<file path="config.mk">
export PLATFORM = sky130hd
export DESIGN_NAME = rotate_sequencer_flat
export DESIGN_NICKNAME = d
export VERILOG_FILES = /design/src/rtl/rotate_sequencer_if.sv /design/src/rtl/rotate_sequencer.sv /design/src/flat_wrapper.sv
export SDC_FILE = /design/constraint.sdc
export NUM_CORES = 1
export LEC_CHECK = 0
export CORE_AREA = 2 2 55 57
export DETAILED_ROUTE_END_ITERATION = 7
export DIE_AREA = 0 0 57 59
export GPL_TIMING_DRIVEN = 0
export PLACE_DENSITY = 0.81
export SYNTH_ARGS = -nofsm -noshare
export SYNTH_HDL_FRONTEND = slang
export SYNTH_SLANG_ARGS = --single-unit
</file>
<file path="constraint.sdc">
create_clock -name clk -period 1.8 [get_ports clk]
set_input_delay 0.36 -clock clk [delete_from_list [all_inputs] [get_ports clk]]
set_output_delay 0.36 -clock clk [all_outputs]
set_load 0.05 [all_outputs]
</file>
<file path="src/rtl/rotate_sequencer_if.sv">
// Request/result bundle for rotate_sequencer: two requester ports plus the result port.
// The slave modport is the sequencer's side; the master modport is its environment's side.
interface rotate_sequencer_if #(
    parameter int WIDTH = 8,
    parameter int AMT_W = $clog2(WIDTH)
);
    logic             req0_valid;
    logic             req0_ready;
    logic [WIDTH-1:0] req0_a;
    logic [AMT_W-1:0] req0_amt;
    logic             req0_dir;

    logic             req1_valid;
    logic             req1_ready;
    logic [WIDTH-1:0] req1_a;
    logic [AMT_W-1:0] req1_amt;
    logic             req1_dir;

    logic             out_valid;
    logic             out_ready;
    logic [WIDTH-1:0] out_y;
    logic             out_id;

    modport master (
        output req0_valid, req0_a, req0_amt, req0_dir,
        output req1_valid, req1_a, req1_amt, req1_dir,
        output out_ready,
        input  req0_ready, req1_ready, out_valid, out_y, out_id
    );

    modport slave (
        input  req0_valid, req0_a, req0_amt, req0_dir,
        input  req1_valid, req1_a, req1_amt, req1_dir,
        input  out_ready,
        output req0_ready, req1_ready, out_valid, out_y, out_id
    );
endinterface

</file>
<file path="src/rtl/rotate_sequencer.sv">
// Round-robin scheduler for two requesters feeding a single-step rotator.
// Each accepted op is rotated one position per clock until its amount is used up.
module rotate_sequencer #(
    parameter int WIDTH = 8,
    parameter int AMT_W = $clog2(WIDTH)
) (
    input  logic                clk,
    input  logic                rst,
    rotate_sequencer_if.slave   bus,
    output logic                busy
);
    typedef enum logic [1:0] {IDLE, RUN, DONE} state_t;

    state_t           state_reg, state_next;
    logic [WIDTH-1:0] work_reg, work_next;
    logic [AMT_W-1:0] cnt_reg, cnt_next;
    logic             dir_reg, dir_next;
    logic             id_reg, id_next;
    logic             last_grant_reg, last_grant_next;

    logic             grant0, grant1;
    logic [WIDTH-1:0] rot_l, rot_r, rot_step;

    // Single-step rotator: a plain per-bit mux on direction.
    genvar gi;
    generate
        for (gi = 0; gi < WIDTH; gi++) begin : g_rot
            assign rot_l[gi] = work_reg[(gi + WIDTH - 1) % WIDTH];
            assign rot_r[gi] = work_reg[(gi + 1) % WIDTH];
        end
    endgenerate

    assign rot_step = dir_reg ? rot_r : rot_l;

    // Grant favours the requester that was not served last when both are asking.
    assign grant0 = (state_reg == IDLE) && bus.req0_valid && (!bus.req1_valid || last_grant_reg);
    assign grant1 = (state_reg == IDLE) && bus.req1_valid && (!bus.req0_valid || !last_grant_reg);

    assign bus.req0_ready = grant0;
    assign bus.req1_ready = grant1;
    assign bus.out_valid  = (state_reg == DONE);
    assign bus.out_y      = work_reg;
    assign bus.out_id     = id_reg;
    assign busy           = (state_reg != IDLE);

    always_comb begin
        state_next      = state_reg;
        work_next       = work_reg;
        cnt_next        = cnt_reg;
        dir_next        = dir_reg;
        id_next         = id_reg;
        last_grant_next = last_grant_reg;
        case (state_reg)
            IDLE: begin
                if (grant0) begin
                    work_next       = bus.req0_a;
                    cnt_next        = bus.req0_amt;
                    dir_next        = bus.req0_dir;
                    id_next         = 1'b0;
                    last_grant_next = 1'b0;
                    state_next      = (bus.req0_amt == '0) ? DONE : RUN;
                end else if (grant1) begin
                    work_next       = bus.req1_a;
                    cnt_next        = bus.req1_amt;
                    dir_next        = bus.req1_dir;
                    id_next         = 1'b1;
                    last_grant_next = 1'b1;
                    state_next      = (bus.req1_amt == '0) ? DONE : RUN;
                end
            end
            RUN: begin
                work_next = rot_step;
                cnt_next  = cnt_reg - AMT_W'(1);
                if (cnt_reg == AMT_W'(1)) begin
                    state_next = DONE;
                end
            end
            DONE: begin
                // Result holds until taken; no same-cycle hand-off to a new grant.
                if (bus.out_ready) begin
                    state_next = IDLE;
                end
            end
            default: state_next = IDLE;
        endcase
    end

    always_ff @(posedge clk) begin
        if (rst) begin
            state_reg      <= IDLE;
            work_reg       <= '0;
            cnt_reg        <= '0;
            dir_reg        <= 1'b0;
            id_reg         <= 1'b0;
            last_grant_reg <= 1'b1;
        end else begin
            state_reg      <= state_next;
            work_reg       <= work_next;
            cnt_reg        <= cnt_next;
            dir_reg        <= dir_next;
            id_reg         <= id_next;
            last_grant_reg <= last_grant_next;
        end
    end
endmodule
</file>
<file path="src/flat_wrapper.sv">
// flat-port wrapper written by rule: the top's interface ports become plain ports
module rotate_sequencer_flat 
#(
    parameter int WIDTH = 8,
    parameter int AMT_W = $clog2(WIDTH)
)
  (clk, rst, busy, bus_req0_valid, bus_req0_a, bus_req0_amt, bus_req0_dir, bus_req1_valid, bus_req1_a, bus_req1_amt, bus_req1_dir, bus_out_ready, bus_req0_ready, bus_req1_ready, bus_out_valid, bus_out_y, bus_out_id);
  rotate_sequencer_if #(.WIDTH(WIDTH), .AMT_W(AMT_W)) bus_i ();
  input  logic clk;
  input  logic rst;
  output logic busy;
  input wire logic [$bits(bus_i.req0_valid)-1:0] bus_req0_valid;
  input wire logic [$bits(bus_i.req0_a)-1:0] bus_req0_a;
  input wire logic [$bits(bus_i.req0_amt)-1:0] bus_req0_amt;
  input wire logic [$bits(bus_i.req0_dir)-1:0] bus_req0_dir;
  input wire logic [$bits(bus_i.req1_valid)-1:0] bus_req1_valid;
  input wire logic [$bits(bus_i.req1_a)-1:0] bus_req1_a;
  input wire logic [$bits(bus_i.req1_amt)-1:0] bus_req1_amt;
  input wire logic [$bits(bus_i.req1_dir)-1:0] bus_req1_dir;
  input wire logic [$bits(bus_i.out_ready)-1:0] bus_out_ready;
  output wire logic [$bits(bus_i.req0_ready)-1:0] bus_req0_ready;
  output wire logic [$bits(bus_i.req1_ready)-1:0] bus_req1_ready;
  output wire logic [$bits(bus_i.out_valid)-1:0] bus_out_valid;
  output wire logic [$bits(bus_i.out_y)-1:0] bus_out_y;
  output wire logic [$bits(bus_i.out_id)-1:0] bus_out_id;
  assign bus_i.req0_valid = bus_req0_valid;
  assign bus_i.req0_a = bus_req0_a;
  assign bus_i.req0_amt = bus_req0_amt;
  assign bus_i.req0_dir = bus_req0_dir;
  assign bus_i.req1_valid = bus_req1_valid;
  assign bus_i.req1_a = bus_req1_a;
  assign bus_i.req1_amt = bus_req1_amt;
  assign bus_i.req1_dir = bus_req1_dir;
  assign bus_i.out_ready = bus_out_ready;
  assign bus_req0_ready = bus_i.req0_ready;
  assign bus_req1_ready = bus_i.req1_ready;
  assign bus_out_valid = bus_i.out_valid;
  assign bus_out_y = bus_i.out_y;
  assign bus_out_id = bus_i.out_id;
  rotate_sequencer #(.WIDTH(WIDTH), .AMT_W(AMT_W)) u_core (.clk(clk), .rst(rst), .bus(bus_i), .busy(busy));
endmodule
</file>
==> run summary <==
The run finished, with violations left. The checks that failed: setup timing. The clock arrives with roughly 0.013 ns of skew. The filler-free cell count of the finished design is between 150 and 200.

Entering global routing, the biggest net connects 14 pins. The total power divided by cell area is between 1000 and 1500 nW/um^2. The via count of the first global-routing pass came out at 1096. In the finished design, the share of the clock period the worst path needs comes to 106%. The total negative slack is -0.112 ns. In this run the critical register-to-register path is captured at u_core.bus.out_y[6]$_SDFFE_PP0P_.

The pin slew with the least headroom to its limit is 0.731 ns. The DRC violations left came out at 0. The wire length on met1 is 1280 um.

The largest vdd supply drop is 0.000814 V. The min-delay analysis places its worst path in the category in2reg. For this configuration, the core starts out at a cell density of roughly 37%.

The count of boundary I/O pins came out at 42. The topmost layer with routed signal wires is met4. Setup repair after global routing could not meet its margin everywhere. The net count of the finished layout is 191. The critical path ends at bus_req0_ready. Counting distinct cell types in the post-synthesis netlist gives 33. STA classifies the critical path startpoint as a flip-flop. The gate count of the mapped netlist came out at between 100 and 150.

The setup-violating endpoint count in the final report is 1. The number of detailed-route iterations in the first pass came out at 4. The net count of the mapped netlist came out at 144.

The average instance in the mapped netlist occupies between 8 and 9 sq um. The minimum hold slack came out at 0.454 ns. The root buffer cell chosen for the clock tree is sky130_fd_sc_hd__clkbuf_4. The routed layout has 1063 vias. The maximum clock rate came out at approximately 0.52 GHz.

The post-detailed-route wirelength per cell is around 15 um. The clock-pin slew of the registers on the worst-case setup and hold paths came out at about 0.11 ns. The synthesis-stage register bit count came out at 16. The HPWL after detailed placement came out at 2190 um.

The post-detailed-route via-to-cell ratio came out at between 5 and 6. The portion of the post-synthesis area used by sequential elements came out at between 30% and 40%. The max-slew violation count is 0. The worst setup path is captured at a primary output.

The total global routing track utilization came out at a little under a fifth. The number of standard-cell rows in the floorplan is 19. Counting the buffers created by CTS gives 3. The reg-to-reg startpoint is u_core.state_reg[0]$_SDFFE_PP0P_. The maximum buffer depth of the clock tree came out at 2. Wires add up to about 2900 um. The number of hold violations in the final report was 0.

The length of routed met2 wiring came out at around 1400 um. The worst setup slack before clock tree synthesis is -1.26 ns. For the worst setup path, the data arrival time is about 1.6 ns.

The later-pin clock latency in the skew report is approximately 0.3 ns. The analysis attributes to cell leakage a power of 0.644 nW. The worst reg-to-reg setup slack is 0.04 ns. Max-cap violations in this run came to 0. The routed design uses between 150 and 200 um of met3 wire. The CTS sink count is 16. The worst slew slack as a fraction of its limit is roughly 51%. The number of routed nets with antenna violations came out at 0.

The largest fanout on the critical path is 2. The number of cell instances on the worst register-to-register path is 6. From synthesis to final layout, the design area changed by 50.5%. The fraction of layout instances using a drive strength above 1 is ~15%. The die outline area is about 3400 sq um. The final non-filler cell area came out at approximately 1500 sq um. The initial antenna violation count was 0. The warning count from the yosys run came out at 0. The fraction of post-synthesis cell area in the top cell type by area is between 30% and 40%. The number of H-tree branching levels came out at 1. After clock tree synthesis, the flow added hold-fix buffers numbering 0. The quantity of I/O buffers inserted on ports is 41.

Ranked by instance count, the synthesized netlist is headed by 16 x sky130_fd_sc_hd__dfxtp_1, 12 x sky130_fd_sc_hd__mux2i_1, 10 x sky130_fd_sc_hd__or3_1. The placeable core region came out at approximately 2700 sq um. The share of flip-flops with an asynchronous set or reset came out at 0%. The timing startpoint of the critical path is u_core.state_reg[0]$_SDFFE_PP0P_.

The global-route wire length before repair is between 4000 and 5000 um. Among all cell types in the netlist, the one instantiated most often is sky130_fd_sc_hd__dfxtp_1. The synthesized cell area came out at roughly 1000 sq um.

In this run, the number of DRC markers left after iteration 0 of detailed routing was 38. TritonCTS built the clock tree. The filler cell count in the final layout is roughly 260. The diode insertion count for antenna repair is 0. By area the synthesized netlist is led by sky130_fd_sc_hd__dfxtp_1 32%, sky130_fd_sc_hd__mux2i_1 12%, sky130_fd_sc_hd__a32o_1 8.9%. The number of flops mapped to enable cells by yosys is 0. sky130_fd_sc_hd__dfxtp_1 takes more of the synthesized area than any other cell. The number of flip-flops under the largest register name came out at 8. From left edge to right edge, the die measures around 57 um. The critical path in this run is classified as reg2out. The required time of the worst setup path is between 1 and 1.5 ns.

The instance area at placement is ~1500 sq um. For this run, the leading register cell type out of synthesis is sky130_fd_sc_hd__dfxtp_1. The die height is between 50 and 60 um. The leftover overflow at the end of global routing is 0.

The cell total after placement is 185. Once routing completed, OpenROAD measured the worst setup slack at -0.112 ns. The weighted congestion reported at the end of routability-driven placement came out at slightly below 0.8. After layout, the minimum clock period comes to ~1.9 ns.
==> how the worst min path moves through the flow <==
stage / slack (ns) / cells past startpoint / to / startpoint
detailed placement: 0.51 / 1 / u_core.bus.out_y[3]$_SDFFE_PP0P_ / u_core.bus.out_y[3]$_SDFFE_PP0P_
global route: 0.52 / 3 / u_core.last_grant_reg$_SDFFE_PP1P_ / bus_req1_valid
global placement: 0.51 / 1 / u_core.bus.out_y[4]$_SDFFE_PP0P_ / u_core.bus.out_y[4]$_SDFFE_PP0P_
floorplan: 0.43 / 1 / u_core.state_reg[0]$_SDFFE_PP0P_ / rst
CTS: 0.53 / 1 / u_core.bus.out_y[3]$_SDFFE_PP0P_ / u_core.bus.out_y[3]$_SDFFE_PP0P_
finish: 0.45 / 3 / u_core.last_grant_reg$_SDFFE_PP1P_ / bus_req1_valid
==> cell usage in the layout, fill, tap and decap left out, drive strengths merged, types with 2 or more instances in the layout <==
cell type / instances
or2: 2
nand2: 4
dfxtp: 16
a21oi: 5
or3: 10
clkbuf: 6
nor2: 4
dlygate4sd2: 9
clkdlybuf4s50: 26
inv: 6
a32o: 9
a31oi: 2
mux2i: 12
buf: 9
a2bb2oi: 8
ha: 2
o21a: 2
clkdlybuf4s15: 2
o21ai: 4
nor3: 3
nor2b: 4
==> where the power goes <==
group	switching, mW	internal, mW	leakage, nW
sequential	0.100	0.473	0.134
combinational	0.766	0.508	0.489
clock	0.124	0.123	0.0210
==> critical path: stages (launching register included) <==
cell,delay (ns)
sky130_fd_sc_hd__dfxtp_4,0.35
sky130_fd_sc_hd__or3b_4,0.37
sky130_fd_sc_hd__or2_1,0.22
sky130_fd_sc_hd__buf_6,0.13
sky130_fd_sc_hd__clkinvlp_4,0.06
sky130_fd_sc_hd__buf_8,0.13
==> per-layer routing <==
layer  vias to the layer above  GRT usage [%]
li1                        517              -
met1                       499           19.9
met2                        42           36.0
met3                         5           2.18
met4                         0           7.31
met5                         -              0
==> logic make-up after synthesis <==
group                    after synthesis  synth area share [%]
AO/OA/AOI/OAI                         35                  26.7
adder cells (fa/ha/maj)                2                  2.47
buffers and inverters                 14                  7.90
flip-flops                            16                  31.6
multiplexers                          12                  11.9
AND/OR/NAND/NOR                       34                  19.5
==> per-stage QoR <==
stage | power, mW | util (%)
after floorplan | 1.47 | -
after CTS | 2.08 | 55.8
after detailed placement | 1.86 | 54.2
after global routing | 2.21 | 56.3
final | 2.09 | 56.3
after global placement | 1.83 | 54.2
==> timing repair <==
item                                    4_1_cts  5_1_grt
pin swaps                                     2        1
resized for setup                            38        9
buffers inserted                              3        0
endpoints found under the setup margin       27       14
==> final cells by class <==
| class | count | area [sq um] | share of cell area (%) |
|---|---|---|---|
| multi-input combinational | 83 | 638 | 41.8 |
| timing repair buffer | 44 | 428 | 28.1 |
| buffer | 5 | 28.8 | 1.89 |
| sequential | 16 | 325 | 21.3 |
| tap | 31 | 38.8 | 2.54 |
| clock buffer | 4 | 36.3 | 2.38 |
| inverter | 7 | 30.0 | 1.97 |
Note: power is estimated with default switching activity, not from simulation.
